[src/rtl/spi_slave_burst_scheduler.sv]
// ============================================================================
// Module   : spi_slave_burst_scheduler
// Function : Splits one SPI transfer into AXI INCR bursts (cap + 4 KB rule),
//            limits bursts in flight and reports done/error/abort status.
// Revision : 1.0  initial release
// ============================================================================
`default_nettype none

module spi_slave_burst_scheduler #(
    parameter int AXI_ADDR_WIDTH  = 32,
    parameter int MAX_BURST_WORDS = 16,
    parameter int MAX_OUTSTANDING = 4
) (
    input  logic                      axi_aclk,
    input  logic                      axi_areset,
    input  logic                      cmd_valid,
    output logic                      cmd_ready,
    input  logic                      cmd_rd_wr,
    input  logic [AXI_ADDR_WIDTH-1:0] cmd_addr,
    input  logic [15:0]               cmd_words,
    input  logic                      abort,
    output logic                      bst_valid,
    input  logic                      bst_ready,
    output logic                      bst_rd_wr,
    output logic [AXI_ADDR_WIDTH-1:0] bst_addr,
    output logic [7:0]                bst_len,
    output logic                      bst_last,
    input  logic                      rsp_valid,
    input  logic                      rsp_err,
    output logic                      done,
    output logic                      done_err,
    output logic                      done_abort
);

    typedef enum logic [1:0] {
        S_IDLE  = 2'd0,
        S_ISSUE = 2'd1,
        S_DRAIN = 2'd2
    } state_t;

    localparam logic [16:0]               C_MAX_BEATS = 17'(MAX_BURST_WORDS);
    localparam logic [3:0]                C_MAX_OUT   = 4'(MAX_OUTSTANDING);
    localparam logic [AXI_ADDR_WIDTH-1:0] C_WORD_MASK = ~AXI_ADDR_WIDTH'(3);

    state_t                    state_q, state_d;
    logic [AXI_ADDR_WIDTH-1:0] addr_q, addr_d;
    logic [15:0]               remaining_q, remaining_d;
    logic                      rd_wr_q, rd_wr_d;
    logic [3:0]                outstanding_q, outstanding_d;
    logic                      err_q, err_d;
    logic                      abort_flag_q, abort_flag_d;
    logic                      cmd_ready_q, cmd_ready_d;
    logic                      bst_valid_q, bst_valid_d;
    logic [AXI_ADDR_WIDTH-1:0] bst_addr_q, bst_addr_d;
    logic [7:0]                bst_len_q, bst_len_d;
    logic                      bst_rd_wr_q, bst_rd_wr_d;
    logic                      bst_last_q, bst_last_d;
    logic                      done_q, done_d;
    logic                      done_err_q, done_err_d;
    logic                      done_abort_q, done_abort_d;

    logic                      cmd_fire, bst_fire, rsp_count, issue_d;
    logic [16:0]               cur_beats, nxt_beats;

    // Beats = min(remaining, cap, words left before the next 4 KB page).
    function automatic logic [16:0] beats_f(input logic [11:0] offs, input logic [15:0] rem);
        logic [12:0] room;
        logic [16:0] b;
        room = (13'd4096 - {1'b0, offs}) >> 2;
        b    = {1'b0, rem};
        if (b > C_MAX_BEATS)    b = C_MAX_BEATS;
        if (b > {4'b0, room})   b = {4'b0, room};
        return b;
    endfunction

    always_comb begin
        cmd_fire  = cmd_ready_q && cmd_valid;
        bst_fire  = bst_valid_q && bst_ready;
        rsp_count = rsp_valid && (outstanding_q != 4'd0);
        cur_beats = beats_f(addr_q[11:0], remaining_q);

        state_d       = state_q;
        addr_d        = addr_q;
        remaining_d   = remaining_q;
        rd_wr_d       = rd_wr_q;
        err_d         = err_q | (rsp_count & rsp_err);
        abort_flag_d  = abort_flag_q;
        outstanding_d = outstanding_q + {3'b0, bst_fire} - {3'b0, rsp_count};
        done_d        = 1'b0;

        case (state_q)
            S_IDLE: begin
                if (cmd_fire) begin
                    addr_d       = cmd_addr & C_WORD_MASK;
                    rd_wr_d      = cmd_rd_wr;
                    remaining_d  = cmd_words;
                    err_d        = 1'b0;
                    abort_flag_d = 1'b0;
                    state_d      = (cmd_words == 16'd0) ? S_DRAIN : S_ISSUE;
                end
            end
            S_ISSUE: begin
                if (bst_fire) begin
                    addr_d      = addr_q + AXI_ADDR_WIDTH'({cur_beats, 2'b00});
                    remaining_d = remaining_q - cur_beats[15:0];
                    // Once the final burst is accepted an abort no longer matters.
                    if (bst_last_q) begin
                        state_d = S_DRAIN;
                    end else if (abort) begin
                        abort_flag_d = 1'b1;
                        state_d      = S_DRAIN;
                    end
                end else if (abort) begin
                    abort_flag_d = 1'b1;
                    state_d      = S_DRAIN;
                end
            end
            S_DRAIN: begin
                state_d = S_DRAIN;
            end
            default: begin
                state_d = S_IDLE;
            end
        endcase

        // Finishing drain is folded into the transition so done appears one cycle early.
        if ((state_d == S_DRAIN) && (outstanding_d == 4'd0)) begin
            done_d  = 1'b1;
            state_d = S_IDLE;
        end

        issue_d      = (state_d == S_ISSUE);
        nxt_beats    = beats_f(addr_d[11:0], remaining_d);
        cmd_ready_d  = (state_d == S_IDLE);
        bst_valid_d  = issue_d && (outstanding_d < C_MAX_OUT);
        bst_addr_d   = issue_d ? addr_d : '0;
        bst_len_d    = issue_d ? 8'(nxt_beats - 17'd1) : 8'd0;
        bst_last_d   = issue_d && (nxt_beats == {1'b0, remaining_d});
        bst_rd_wr_d  = issue_d && rd_wr_d;
        done_err_d   = done_d & err_d;
        done_abort_d = done_d & abort_flag_d;
    end

    always_ff @(posedge axi_aclk) begin
        if (axi_areset) begin
            state_q       <= S_IDLE;
            addr_q        <= '0;
            remaining_q   <= 16'd0;
            rd_wr_q       <= 1'b0;
            outstanding_q <= 4'd0;
            err_q         <= 1'b0;
            abort_flag_q  <= 1'b0;
            cmd_ready_q   <= 1'b0;
            bst_valid_q   <= 1'b0;
            bst_addr_q    <= '0;
            bst_len_q     <= 8'd0;
            bst_rd_wr_q   <= 1'b0;
            bst_last_q    <= 1'b0;
            done_q        <= 1'b0;
            done_err_q    <= 1'b0;
            done_abort_q  <= 1'b0;
        end else begin
            state_q       <= state_d;
            addr_q        <= addr_d;
            remaining_q   <= remaining_d;
            rd_wr_q       <= rd_wr_d;
            outstanding_q <= outstanding_d;
            err_q         <= err_d;
            abort_flag_q  <= abort_flag_d;
            cmd_ready_q   <= cmd_ready_d;
            bst_valid_q   <= bst_valid_d;
            bst_addr_q    <= bst_addr_d;
            bst_len_q     <= bst_len_d;
            bst_rd_wr_q   <= bst_rd_wr_d;
            bst_last_q    <= bst_last_d;
            done_q        <= done_d;
            done_err_q    <= done_err_d;
            done_abort_q  <= done_abort_d;
        end
    end

    assign cmd_ready  = cmd_ready_q;
    assign bst_valid  = bst_valid_q;
    assign bst_addr   = bst_addr_q;
    assign bst_len    = bst_len_q;
    assign bst_rd_wr  = bst_rd_wr_q;
    assign bst_last   = bst_last_q;
    assign done       = done_q;
    assign done_err   = done_err_q;
    assign done_abort = done_abort_q;

endmodule

`default_nettype wire

[config.mk]
export PLATFORM = sky130hd
export DESIGN_NAME = spi_slave_burst_scheduler
export DESIGN_NICKNAME = d
export VERILOG_FILES = /design/src/rtl/spi_slave_burst_scheduler.sv
export SDC_FILE = /design/constraint.sdc
export NUM_CORES = 1
export LEC_CHECK = 0
export CORE_AREA = 4 4 107 149
export CTS_CLUSTER_SIZE = 25
export DETAILED_ROUTE_END_ITERATION = 16
export DIE_AREA = 0 0 111 153
export GPL_TIMING_DRIVEN = 0
export MAX_ROUTING_LAYER = met4
export PLACE_DENSITY_LB_ADDON = 0.1
export SLEW_MARGIN = 10
export SYNTH_ARGS = -nofsm -noshare
export SYNTH_HDL_FRONTEND = slang
export SYNTH_SLANG_ARGS = --single-unit
[constraint.sdc]
create_clock -name axi_aclk -period 7.7 [get_ports axi_aclk]
set_input_delay 1.54 -clock axi_aclk [delete_from_list [all_inputs] [get_ports axi_aclk]]
set_output_delay 1.54 -clock axi_aclk [all_outputs]
set_load 0.02 [all_outputs]
==> metrics, run 1 <==
status=finished, final reports clean; Final Util=0.6602; DRC violations left=0; number of synthesized register bits=around 100; vias in the first global route=7397; Layout Nets=between 1000 and 1500; port bufs=99; total routed wirelength=~24 mm; crit path launch=addr_q[0]; Synth cell types=82; DRT antenna net count=0; Clock Sinks=104; worst r2r path cells=36; reg-to-reg endpoint=bst_last; total grt overflow=0; CTS buffer count=9; Clock Skews=approximately 13 ps; Worst-Margin Slew=between 1000 and 1500 ps; row cnt=52; worst-path maximum fanout=5; total number of vias=7653; number of max-cap violations=0; first-pass GRT wire length=~38 mm; Syn-to-layout area delta=33.71%; critical path launch point type=flop; Slew Limit Fails=0; initial core utilization=0.4938; Area contributors post-synth=dfxtp_1 29%, ha_1 10%, nor2_1 6.1%, a21oi_1 4.2%, nand2_1 3.4%; clock latency on the worst-skew pair=~360 ps; Finish-stage setup viols=0; endpoints failing hold=0; YS warnings=0; sequential share of the synthesized area=0.2906; io pins=103; die span in y=153 um; max frequency=approximately 0.13 GHz; share of layout cells above drive strength 1=0.1524; CTS Hold Buffers Added=0; 1st-pass router iterations=5; htree depth=3; average size of a mapped cell=7.969 um^2; Final HPWL DP=18.20 mm; CP Class=reg2reg; pwr dens=between 200 and 250 nW/um^2; Placer Congestion=0.9748; area of the die=16980 um^2; leakage power total=3.862 nW; R2R Path Start=addr_q[0]; CP max stage cell=or4_4; wire per inst=19.33 um; Post-synth EDFFs=0; Hold Path Stages=2; Core Box Area=between 10000 and 15000 um^2; crit-path leading delay family=simple AND/OR/NAND/NOR gates; Via density=6.050; clk slew on worst S/H paths=80 ps; Worst Setup EP=bst_last; Bufs and invs on worst path=6; CP Capture Type=flop; CP required=7930 ps; final worst slack=150.5 ps; Initial DRC Count=about 460; RSZ-0062 raised after global routing=true; worst hold path class=reg2reg; max_slew headroom=0.3088; max incr delay on CP=510 ps; Root Driver=clkbuf_16; chip width=111 um; Worst R2R Setup Slack=roughly 150 ps; Synth area leader=dfxtp_1; Tmin final=7550 ps; async set-reset flop share out of synthesis=0; Post-Syn Area=7164 um^2; post-synthesis instance total=899; arrival time at the worst endpoint=7780 ps; Total GRT Usage=0.2846; initial antenna violation count=0; CP Depth=36; largest net degree at the start of global routing=20; period utilization=0.9805; Max IR drop VDD=~160 uV; # fillers=1249; pre-CTS setup slack=-1754 ps; top cell type's share of synthesized area=0.2906; number of inserted diodes=0; Max clock buf depth=2; TritonCTS clock tree=built; Synth Flop Type=dfxtp_1; total negative slack=0 ps
==> layout by cell type, fill, tap and decap left out, types with 11 or more instances in the layout <==
| master | n |
|---|---|
| a211oi_1 | 11 |
| a21o_1 | 17 |
| a21oi_1 | 52 |
| a222oi_1 | 12 |
| buf_4 | 50 |
| clkbuf_1 | 27 |
| clkdlybuf4s50_1 | 99 |
| conb_1 | 21 |
| dfxtp_1 | 102 |
| ha_1 | 49 |
| inv_1 | 38 |
| nand2_1 | 63 |
| nand2b_1 | 13 |
| nand3_1 | 21 |
| nor2_1 | 114 |
| nor2b_1 | 14 |
| nor3_1 | 20 |
| nor4_1 | 14 |
| o21a_1 | 13 |
| o21ai_0 | 24 |
| xnor2_1 | 20 |
| xor2_1 | 13 |
==> layout make-up <==
| class | instances | area (um^2) | area share |
|---|---|---|---|
| repair buffers | 146 | 1344 | 0.1403 |
| plain buffers | 39 | 196.4 | 0.02051 |
| multi-input cells | 729 | 5266 | 0.5498 |
| clock inverters | 6 | 62.56 | 0.006531 |
| flip-flops and latches | 104 | 2087 | 0.2179 |
| inverters | 42 | 157.7 | 0.01646 |
| well taps | 189 | 236.5 | 0.02469 |
| clock buffers | 10 | 229.0 | 0.02390 |
==> registers in the layout, indices dropped and copies added, names as in the netlist <==
name	flops
bst_rd_wr	1
bst_len	8
cmd_ready	1
abort_flag_q	1
outstanding_q	4
done_abort	1
done_err	1
bst_addr	32
rd_wr_q	1
err_q	1
remaining_q	16
done	1
addr_q	32
state_q	2
bst_last	1
bst_valid	1
==> how the worst min path moves through the flow <==
stage / startpoint / end
after detailed placement: rd_wr_q / rd_wr_q
final: rd_wr_q / rd_wr_q
after floorplan: rd_wr_q / rd_wr_q
after global routing: rd_wr_q / rd_wr_q
after global placement: rd_wr_q / rd_wr_q
after CTS: rd_wr_q / rd_wr_q
==> logic make-up after synthesis <==
kind of cell               Yosys count  synth area share
adders and majority gates           62            0.1114
other                                2          0.001048
and+or+nand+nor                    342            0.2366
xor gates and xnor gates            36           0.04506
buffers and inverters               85           0.04750
DFF                                104            0.2906
AOI/OAI and AO/OA                  256            0.2506
muxes                               12           0.01712
==> per-layer routing <==
layer	GRT usage	wire length, um	vias to the layer above
met5	-	0	-
met4	0.1467	1398	0
met3	0.03718	1097	85
met2	0.5090	12540	286
met1	0.3054	9421	3639
li1	-	-	3643
==> synthesized netlist by cell type, types with 15 or more instances <==
library cell / instances
ha_1: 59
clkbuf_1: 34
o21ai_0: 33
nand3_1: 23
inv_1: 41
nor2b_1: 18
a21o_1: 17
xnor2_1: 21
a21oi_1: 60
nor3_1: 23
a211oi_1: 16
nor2_1: 116
nand2b_1: 16
nand2_1: 65
dfxtp_1: 104
nor4_1: 15
==> worst min-delay path, cell delays in order (launching register included) <==
cell,delay [ps]
dfxtp_1,300
nand2_1,40
a21oi_1,60
==> metrics by stage <==
step	area, um^2	instances	hold WS [ps]	power, mW
after detailed placement	8488	1206	444.9	1.614
after global placement	8488	1206	441.0	1.605
after global routing	9579	1265	509.3	2.483
after CTS	9213	1249	454.8	2.211
after floorplan	7261	918	433.9	1.342
final	9579	1265	456.1	2.344
==> repair_timing <==
item | CTS | global route
pin swaps | 18 | 39
gates resized for setup | 52 | 62
cloned | 0 | 0
buffers inserted | 30 | 17
endpoints found under the setup margin | 9 | 9
==> where the power goes <==
group          switching [mW]  total (mW)  leakage (nW)  internal, mW
registers              0.0313       0.606         0.846         0.575
clock network           0.228       0.456         0.142         0.229
logic                   0.713        1.28          2.87         0.568
total                   0.972        2.34          3.86          1.37
Power figures use the tool's default switching activity.
==> run 2, diff against run 1 <==
- CORE_AREA: 4 4 107 149 -> 5 5 108 150
- CTS_CLUSTER_DIAMETER: default -> 30
- DIE_AREA: 0 0 111 153 -> 0 0 113 155
==> run 2 against run 1 <==
Compared with the run above:
- register-to-register slack worse by 140 ps
- sequential power hardly changed
- wire length down 0.11%
- first-iteration DRC count is 15% higher
- clock power is 3% higher
- critical path type unchanged
- highest routed layer unchanged
==> metrics, run 2 (synthesis results as in run 1) <==
htree depth=3; Total GRT Usage=0.2787; Final Util=0.6418; endpoints failing hold=0; commonest cells after routing, fill and taps aside=115 x nor2_1, 102 x dfxtp_1, 99 x clkdlybuf4s50_1, 63 x nand2_1; first-pass GRT wire length=about 38 mm; arrival time at the worst endpoint=7920 ps; cell-internal power=1.370 mW; Clock Sinks=104; max frequency=0.1301 GHz; CTS buffer count=9; worst r2r path cells=36; vias in the first global route=around 7300; Worst R2R Setup Slack=20 ps; Finish-stage setup viols=0; total number of vias=7581; R2R Path Start=addr_q[0]; Worst-Margin Slew=1119 ps; 1st-pass router iterations=6; Slew Limit Fails=0; Tmin final=7685 ps; Root Driver=clkbuf_16; Reg power frac=0.261; DRT antenna net count=0; sw frac=0.4105; most common cell after layout, fill and taps aside=nor2_1; period utilization=0.9980; largest net degree at the start of global routing=18; part of the power in combinational logic=0.536; total negative slack=0 ps; number of inserted diodes=0; CP Class=reg2reg; Syn-to-layout area delta=32.48%; CP required=7930 ps; Worst path most repeated cell=buf_4; finished layout cell area=9492 um^2; critical path launch point type=flop; clock latency on the worst-skew pair=between 300 and 400 ps; share of layout cells above drive strength 1=0.1379; wire per inst=19.42 um; CTS Hold Buffers Added=0; total routed wirelength=~24 mm; area of the die=roughly 18000 um^2; chip width=113 um; Post-DP Area=around 8500 um^2; max_slew headroom=0.2541; initial core utilization=0.4845; Final HPWL DP=18.17 mm; status=finished, final reports clean; Initial DRC Count=526; Hold Path Stages=2; leakage power total=3.831 nW; max incr delay on CP=roughly 430 ps; Core Box Area=14790 um^2; Max IR drop VDD=roughly 150 uV; total grt overflow=0; Max clock buf depth=2; port bufs=99; io pins=103; TritonCTS clock tree=built; sw power=0.9539 mW; Clock power frac=0.203; CP max stage cell=or3_4; Placer Congestion=0.9769; Layout Nets=~1200; worst-path maximum fanout=8; Via density=6.026; reg-to-reg endpoint=bst_len[7]; Worst Setup EP=bst_len[7]; crit path launch=addr_q[0]; CP Capture Type=flop; die span in y=about 160 um; row cnt=53; initial antenna violation count=0; RSZ-0062 raised after global routing=true; clk slew on worst S/H paths=70 ps; # fillers=approximately 1400; worst hold path class=reg2reg; total power=roughly 2.3 mW; pwr dens=244.8 nW/um^2; number of max-cap violations=0; Clock Skews=about 11 ps; DRC violations left=0
-- run 2: worst min-delay path by stage --
| stage | start | slack [ps] | end |
|---|---|---|---|
| floorplan | rd_wr_q | 430 | rd_wr_q |
| global placement | rd_wr_q | 440 | rd_wr_q |
| detailed placement | rd_wr_q | 450 | rd_wr_q |
| CTS | rd_wr_q | 460 | rd_wr_q |
| global route | rd_wr_q | 490 | rd_wr_q |
| finish | rd_wr_q | 460 | rd_wr_q |
-- run 2: cell type report --
type	instances	area [um^2]	share of cell area
Clock buffer	9	225.2	0.02373
Clock inverter	6	67.56	0.007118
Inverter	42	157.7	0.01661
Multi-Input combinational cell	729	5238	0.5518
Timing Repair Buffer	137	1280	0.1349
Buffer	39	196.4	0.02070
Tap cell	192	240.2	0.02531
Sequential cell	104	2087	0.2199
-- run 2: repair_timing --
action / 4_1_cts / 5_1_grt
resized for setup: 56 / 45
setup endpoints to repair: 9 / 9
pin swaps: 22 / 37
setup buffers: 27 / 11
-- run 2: per-stage QoR --
stage | instances | setup WS [ps] | hold slack (ps)
final | 1258 | 15.42 | 459.3
after global routing | 1258 | -307.5 | 489.3
after CTS | 1248 | 6.610 | 459.2
after detailed placement | 1209 | -1653 | 449.6
after global placement | 1209 | -1625 | 439.0
after floorplan | 918 | 14.42 | 433.9
-- run 2: power by group through the flow --
stage	logic (mW)	registers [mW]	clock network [mW]
after floorplan	0.721	0.621	0
after detailed placement	0.995	0.617	0
final	1.25	0.607	0.471
after CTS	1.15	0.606	0.475
after global placement	0.989	0.617	0
after global routing	1.36	0.612	0.496
-- run 2: routing by layer --
metal,track usage,up-vias,part of all wire
met5,-,-,0
met4,0.1449,0,0.057
met3,0.04125,90,0.053
met2,0.4884,293,0.51
met1,0.3032,3582,0.38
li1,-,3616,-
-- run 2: critical path: cells and delay by family (launching register included) --
family	cells	cell delay, ps
xor gates and xnor gates	1	160
buffers and inverters	6	880
and+or+nand+nor	11	2570
AOI/OAI and AO/OA	14	2510
DFF	1	350
adders and majority gates	4	1070
==> run 3, diff against run 2 <==
- CORE_AREA: 5 5 108 150 -> 5 5 120 167
- DIE_AREA: 0 0 113 155 -> 0 0 125 172
==> run 3 against run 2 <==
Compared with the run above:
- design area grew 2.7%
- critical path depth rose by 1
- sequential power hardly changed
- largest power group unchanged
==> metrics, run 3 (synthesis results as in run 1) <==
sw power=0.9848 mW; leakage power total=3.920 nW; Finish-stage setup viols=0; clk slew on worst S/H paths=~70 ps; total negative slack=0 ps; status=finished, final reports clean; total number of vias=7426; row cnt=59; Max clock buf depth=2; commonest cells after routing, fill and taps aside=112 x nor2_1, 102 x dfxtp_1, 99 x clkdlybuf4s50_1, 63 x nand2_1; Initial DRC Count=about 530; RSZ-0062 raised after global routing=true; sw frac=0.4095; DRC violations left=0; initial core utilization=0.3898; area of the die=21500 um^2; Reg power frac=0.252; max incr delay on CP=530 ps; endpoints failing hold=0; vias in the first global route=7184; CP Class=reg2reg; Core Box Area=18380 um^2; CTS buffer count=9; Worst-Margin Slew=1183 ps; worst-path maximum fanout=8; number of inserted diodes=0; CP required=7940 ps; Placer Congestion=0.9565; max_slew headroom=0.2113; htree depth=3; clock latency on the worst-skew pair=360 ps; port bufs=99; critical path launch point type=flop; DRT antenna net count=0; cell-internal power=1.420 mW; TritonCTS clock tree=built; Via density=~5.6; most common cell after layout, fill and taps aside=nor2_1; Max IR drop VDD=140.0 uV; CP max stage cell=or4_4; share of layout cells above drive strength 1=0.1545; total routed wirelength=about 26 mm; arrival time at the worst endpoint=a little under 8000 ps; largest net degree at the start of global routing=18; pwr dens=246.7 nW/um^2; Slew Limit Fails=0; CTS Hold Buffers Added=0; Clock Sinks=104; Worst path most repeated cell=buf_4; io pins=~100; total grt overflow=0; Root Driver=clkbuf_16; number of max-cap violations=0; max frequency=0.1327 GHz; worst hold path class=reg2reg; Total GRT Usage=0.2355; chip width=about 130 um; Syn-to-layout area delta=36.10%; wire per inst=19.38 um; Clock Skews=~12 ps; initial antenna violation count=0; part of the power in combinational logic=0.550; first-pass GRT wire length=roughly 39 mm; total power=2.405 mW; CP Capture Type=flop; die span in y=172 um; Tmin final=7536 ps; Final HPWL DP=19.53 mm; hold_ws=466.5 ps; period utilization=0.9787; Clock power frac=0.198; 1st-pass router iterations=5; Layout Nets=1194
## run 3: path summary, 6_finish.rpt
kind,from,cells past startpoint,slack (ps),to
worst max register to register,addr_q[2],37,160,bst_last
worst min register to register,rd_wr_q,2,470,rd_wr_q
worst min-delay path,rd_wr_q,2,470,rd_wr_q
worst max-delay path,addr_q[2],37,160,bst_last
## run 3: routing by layer
metal	GRT usage	wire, um	vias to the layer above
li1	-	-	3641
met3	0.03646	1157	58
met4	0.1212	1270	0
met2	0.4226	13090	254
met1	0.2521	10150	3473
met5	-	0	-
## run 3: per-stage QoR
| step | worst slack (ps) | util | area, um^2 | instances |
|---|---|---|---|---|
| finish | 163.9 | 0.5305 | 9751 | 1325 |
| global route | -202.7 | 0.5305 | 9751 | 1325 |
| CTS | 20.81 | 0.5086 | 9349 | 1307 |
| detailed placement | -1785 | 0.4658 | 8562 | 1262 |
| global placement | -1753 | 0.4655 | 8557 | 1261 |
| floorplan | 14.42 | - | 7261 | 918 |
## run 3: repair_timing
action                                  CTS  global route
pin swaps                                21            45
endpoints found under the setup margin    9             7
gates resized for setup                  57            60
buffers inserted                         32            19
## run 3: power by group through the flow
stage	combinational [mW]	sequential, mW	clock (mW)
6_report	1.32	0.606	0.475
5_1_grt	1.43	0.611	0.500
4_1_cts	1.18	0.606	0.482
3_5_place_dp	1.01	0.617	0
3_3_place_gp	1.01	0.617	0
2_1_floorplan	0.721	0.621	0
## run 3: cell type report
type	instances	area (um^2)
inverters	42	157.7
fillers	1774	8631
well taps	244	305.3
repair buffers	151	1386
flip-flops and latches	104	2087
clock buffers	12	266.5
clock inverters	4	35.03
plain buffers	39	195.2
multi-input cells	729	5318
## run 3: worst max-delay path: cells and delay by family (launching register included)
family	cells	cell delay, ps
adders and majority gates	3	730
AOI/OAI and AO/OA	12	2210
xor gates and xnor gates	2	350
buffers and inverters	7	970
and+or+nand+nor	13	2800
DFF	1	360
